==> src/rtl/seq_pattern_ctrl.sv <==
// Programmable serial pattern detector with match counting.
// Armed by start, stops on abort or when the match target is reached.
module seq_pattern_ctrl #(
    parameter int MAXLEN = 8,
    parameter int LEN_W  = 4,
    parameter int CNT_W  = 8
) (
    input  logic              clk,
    input  logic              rst_n,
    input  logic              cfg_we,
    input  logic [MAXLEN-1:0] cfg_pattern,
    input  logic [LEN_W-1:0]  cfg_len,
    input  logic              cfg_overlap,
    input  logic [CNT_W-1:0]  cfg_target,
    input  logic              start,
    input  logic              abort,
    input  logic              x,
    input  logic              x_valid,
    output logic              z,
    output logic              busy,
    output logic              done,
    output logic [CNT_W-1:0]  match_cnt,
    output logic              cfg_err
);

    typedef enum logic [1:0] {
        IDLE = 2'd0,
        RUN  = 2'd1,
        DONE = 2'd2
    } state_t;

    state_t            state, state_n;
    logic [MAXLEN-1:0] pat;
    logic [LEN_W-1:0]  len;
    logic              ovl;
    logic [CNT_W-1:0]  tgt;
    logic [MAXLEN-1:0] hist, hist_n;
    logic [LEN_W-1:0]  seen, seen_n;
    logic [CNT_W-1:0]  cnt_n;
    logic              z_n, err_n;

    logic [MAXLEN-1:0] shift, mask;
    logic [LEN_W-1:0]  seen_inc;
    logic [CNT_W-1:0]  cnt_inc;
    logic              len_ok, hit;

    // Config registers are frozen while a run is in progress
    always_ff @(posedge clk or negedge rst_n) begin
        if (!rst_n) begin
            pat <= '0;
            len <= LEN_W'(1);
            ovl <= 1'b0;
            tgt <= '0;
        end else if (cfg_we && state != RUN) begin
            pat <= cfg_pattern;
            len <= cfg_len;
            ovl <= cfg_overlap;
            tgt <= cfg_target;
        end
    end

    // Match evaluation on the history as it will be after this bit
    always_comb begin
        shift    = {hist[MAXLEN-2:0], x};
        seen_inc = (seen < len) ? seen + 1'b1 : seen;
        for (int i = 0; i < MAXLEN; i++) begin
            mask[i] = (i < int'(len));
        end
        hit     = (seen_inc >= len) && ((shift & mask) == (pat & mask));
        cnt_inc = (&match_cnt) ? match_cnt : match_cnt + 1'b1;
        len_ok  = (len != '0) && (len <= LEN_W'(MAXLEN));
    end

    // Next-state and next-output logic; abort dominates everything
    always_comb begin
        state_n = state;
        hist_n  = hist;
        seen_n  = seen;
        cnt_n   = match_cnt;
        z_n     = 1'b0;
        err_n   = 1'b0;
        case (state)
            IDLE, DONE: begin
                if (abort) begin
                    state_n = IDLE;
                end else if (start) begin
                    if (len_ok) begin
                        state_n = RUN;
                        cnt_n   = '0;
                        hist_n  = '0;
                        seen_n  = '0;
                    end else begin
                        err_n = 1'b1;
                    end
                end
            end
            RUN: begin
                if (abort) begin
                    state_n = IDLE;
                end else if (x_valid) begin
                    hist_n = shift;
                    seen_n = seen_inc;
                    if (hit) begin
                        z_n   = 1'b1;
                        cnt_n = cnt_inc;
                        if (!ovl) begin
                            hist_n = '0;
                            seen_n = '0;
                        end
                        if (tgt != '0 && cnt_inc == tgt) begin
                            state_n = DONE;
                        end
                    end
                end
            end
            default: state_n = IDLE;
        endcase
    end

    // State, history and registered outputs
    always_ff @(posedge clk or negedge rst_n) begin
        if (!rst_n) begin
            state     <= IDLE;
            hist      <= '0;
            seen      <= '0;
            match_cnt <= '0;
            z         <= 1'b0;
            busy      <= 1'b0;
            done      <= 1'b0;
            cfg_err   <= 1'b0;
        end else begin
            state     <= state_n;
            hist      <= hist_n;
            seen      <= seen_n;
            match_cnt <= cnt_n;
            z         <= z_n;
            busy      <= (state_n == RUN);
            done      <= (state_n == DONE);
            cfg_err   <= err_n;
        end
    end

endmodule
==> config.mk <==
export PLATFORM = sky130hd
export DESIGN_NAME = seq_pattern_ctrl
export DESIGN_NICKNAME = d
export VERILOG_FILES = /design/src/rtl/seq_pattern_ctrl.sv
export SDC_FILE = /design/constraint.sdc
export NUM_CORES = 1
export LEC_CHECK = 0
export ABC_CLOCK_PERIOD_IN_PS = 8500
export CORE_ASPECT_RATIO = 1.5
export CORE_MARGIN = 3
export CORE_UTILIZATION = 42
export CTS_CLUSTER_SIZE = 24
export DETAILED_ROUTE_END_ITERATION = 10
export MAX_ROUTING_LAYER = met4
export PLACE_DENSITY = 0.75
export REMOVE_ABC_BUFFERS = 1
export SLEW_MARGIN = 30
export SYNTH_ARGS = -nofsm -noshare
export SYNTH_HDL_FRONTEND = slang
export SYNTH_SLANG_ARGS = --single-unit
export TNS_END_PERCENT = 10
==> constraint.sdc <==
create_clock -name clk -period 8.5 [get_ports clk]
set_input_delay 2.55 -clock clk [delete_from_list [all_inputs] [get_ports clk]]
set_output_delay 2.55 -clock clk [all_outputs]
set_load 0.02 [all_outputs]
==> flow_metrics.env <==
export IMPL_status="completed"
export IMPL_ys_warnings_count=0
export IMPL_async_flop_share_pct=100.0
export IMPL_synth_ff_type="dfrtp_1"
export IMPL_multi_input_area_sq_um=1490
export IMPL_tightest_slew_ns=0.8717
export IMPL_period_minus_slack_ns=4.704
export IMPL_hpwl_um=4521
export IMPL_nNetsFinal=337
export IMPL_cts_root_buf="clkbuf_8"
export IMPL_cellLeakagePower_nw=1.331
export IMPL_yosys_top_cells_area="dfrtp_1 (41%), mux2_2 (9.4%), ha_1 (4.1%)"
export IMPL_path_cells="clkdlybuf4s50_1, xnor2_1, a21oi_1, a2111oi_1, nand2_2, o31a_2, a221o_1"
export IMPL_fp_dieArea_sq_um=7566
export IMPL_cp_num_buf_inv=1
export IMPL_ff_latch_area_sq_um=1152
export IMPL_clockBufferDepth=2
export IMPL_syn_area_sq_um=2746
export IMPL_nFillCells=573
export IMPL_cp_required_ns=8.69
export IMPL_grt_pass1_vias=2215
export IMPL_h_tree_depth=2
export IMPL_insertedDiodeCount=0
export IMPL_overflow=0
export IMPL_synth_top_area_share_pct=41.00
export IMPL_fp_row_count=35
export IMPL_yosysUniqueCellTypes=56
export IMPL_clk_pin_slew_worst_paths_ns=0.09
export IMPL_coreArea_sq_um=6262
export IMPL_cap_violations=0
export IMPL_wl_per_cell_um=16.98
export IMPL_grtUsageTotal_pct=17.89
export IMPL_period_share_pct=55.34
export IMPL_ys_seq_area_share_pct=41.96
export IMPL_via_per_inst=5.968
export IMPL_final_setup_skew_ns=0.006196
export IMPL_fin_setup_tns_ns=0
export IMPL_synth_cells=267
export IMPL_cp_end_kind="flop"
export IMPL_place_congestion=0.8717
export IMPL_cp_start_kind="primary input"
export IMPL_slowest_stage="a2111oi_1"
export IMPL_firstDrtPassIters=4
export IMPL_critPathMaxStageDelay_ns=0.61
export IMPL_grt_max_degree=47
export IMPL_timing_worst_setup_path_type="in2reg"
export IMPL_area_delta_synth_final_pct=18.77
export IMPL_ir_drop_mv=0.1382
export IMPL_holdBufCountCts=0
export IMPL_cts_tree="built"
export IMPL_ys_ff_latch=46
export IMPL_fmax_ghz=0.2126
export IMPL_drive_above_1_share_pct=12.96
export IMPL_drt_wl_total_um=6369
export IMPL_grt_pass1_wl_um=10490
export IMPL_hold_class="reg2reg"
export IMPL_worstPathArrival_ns=4.90
export IMPL_synth_edf_count=0
export IMPL_drc=0
export IMPL_yosys_area_top_type="dfrtp_1"
export IMPL_rsz0062_at_grt="false"
export IMPL_cts_sinks=46
export IMPL_crit_family="compound AO/OA/AOI/OAI gates"
export IMPL_finalHoldViolations=0
export IMPL_die_y_um=105.0
export IMPL_postRouteAntennaNets=0
export IMPL_antenna_found_initial=0
export IMPL_via_count=2238
export IMPL_fin_util_pct=52.09
export IMPL_finalPower_uw=741.6
export IMPL_ios=40
export IMPL_clkLatencyLatePin_ns=0.30
export IMPL_synthTopCellsByCount="dfrtp_1 (45), mux2_2 (23), nand2_1 (17)"
export IMPL_yosysMostFrequentCell="dfrtp_1"
export IMPL_io_buffers=39
export IMPL_avgSynthCellArea_sq_um=10.29
export IMPL_cts_buffers=5
export IMPL_maxSlewHeadroom_pct=41.76
export IMPL_slew_viol_final=0
export IMPL_fp_dieW_um=72.03
export IMPL_setup_violations=0
export IMPL_ctsResizeCount=0
export IMPL_post_cts_setup_buffers=0
export IMPL_cellPowerDensity_nw_per_um2=227.4
export IMPL_critPathMaxFanout=11
export IMPL_initial_utilization_pct=43.86
export IMPL_drt_iter0_markers=142
==> power breakdown <==
group | internal (mW) | leakage (nW) | switching (mW)
sequential | 0.260 | 0.586 | 0.0544
clock | 0.0882 | 0.0585 | 0.0789
combinational | 0.123 | 0.686 | 0.137
total | 0.471 | 1.33 | 0.270
==> cell usage in the layout, fill, tap and decap left out, drive strengths merged, types with 4 or more instances in the layout <==
cell type | netlist | routed
dfrtp | 45 | 45
clkdlybuf4s50 | 0 | 38
mux2 | 23 | 23
nand2 | 18 | 18
nor2 | 16 | 16
nand3 | 13 | 13
o21ai | 11 | 11
a22o | 10 | 10
a21oi | 9 | 9
xor2 | 9 | 9
ha | 9 | 9
xnor2 | 8 | 8
inv | 7 | 8
nand2b | 6 | 6
nor3 | 6 | 6
and2 | 5 | 5
nand4 | 5 | 5
clkbuf | 8 | 5
o211ai | 4 | 4
o311ai | 4 | 4
nor4 | 4 | 4
==> through the flow <==
stage | setup WS [ns] | instances | cell area [sq um] | hold slack [ns]
after floorplan | 4.244 | 254 | 2666 | 0.4938
after global placement | 3.589 | 367 | 3144 | 0.5095
after detailed placement | 3.484 | 367 | 3147 | 0.5169
after CTS | 3.816 | 375 | 3259 | 0.5372
after global routing | 3.630 | 375 | 3262 | 0.5558
final | 3.796 | 375 | 3262 | 0.5286
==> registers in the layout (all words and copies together) (netlist names) <==
register and count:
pat 8, len 4, match_cnt 8, done 1, busy 1, cfg_err 1
ovl 1, z 1, tgt 8, seen 4, state 2, hist 7
==> final cells by class <==
| cell class | instances | share of cell area [%] |
|---|---|---|
| clock buffer | 5 | 2.110 |
| clock inverter | 3 | 1.343 |
| inverter | 7 | 0.8055 |
| multi-input combinational | 201 | 45.68 |
| sequential | 46 | 35.33 |
| tap | 74 | 2.839 |
| timing repair buffer | 39 | 11.89 |
==> cell families (layout without fill, tap and decap cells) <==
group	count (synthesis)	count (layout)	synth area share, %
AO/OA/AOI/OAI	65	65	17.72
XOR/XNOR	17	17	5.422
multiplexers	26	26	10.52
buffers and inverters	20	54	3.872
flip-flops	46	46	41.96
adder cells (fa/ha/maj)	9	9	4.100
AND/OR/NAND/NOR	84	84	16.40
==> path summary, 6_finish.rpt <==
| check | slack, ns | endpoint | from | cells after the start |
|---|---|---|---|---|
| worst max-delay path | 3.80 | seen[0]$_DFFE_PN0P_ | x | 7 |
| worst min-delay path | 0.53 | pat[2]$_DFFE_PN0P_ | pat[2]$_DFFE_PN0P_ | 1 |
| worst max register to register | 4.56 | seen[0]$_DFFE_PN0P_ | len[3]$_DFFE_PN0P_ | 11 |
| worst min register to register | 0.53 | pat[2]$_DFFE_PN0P_ | pat[2]$_DFFE_PN0P_ | 1 |
| max in group asynchronous | 5.87 | pat[6]$_DFFE_PN0P_ | rst_n | 1 |
| min in group asynchronous | 2.24 | pat[0]$_DFFE_PN0P_ | rst_n | 1 |
==> layer usage <==
layer	vias up	GRT usage (%)	routed length (um)
li1	1061	-	-
met1	1081	20.32	2594
met2	78	30.92	3303
met3	18	2.310	271
met4	0	7.661	199
met5	-	-	0
Note: power is estimated with default switching activity, not from simulation.
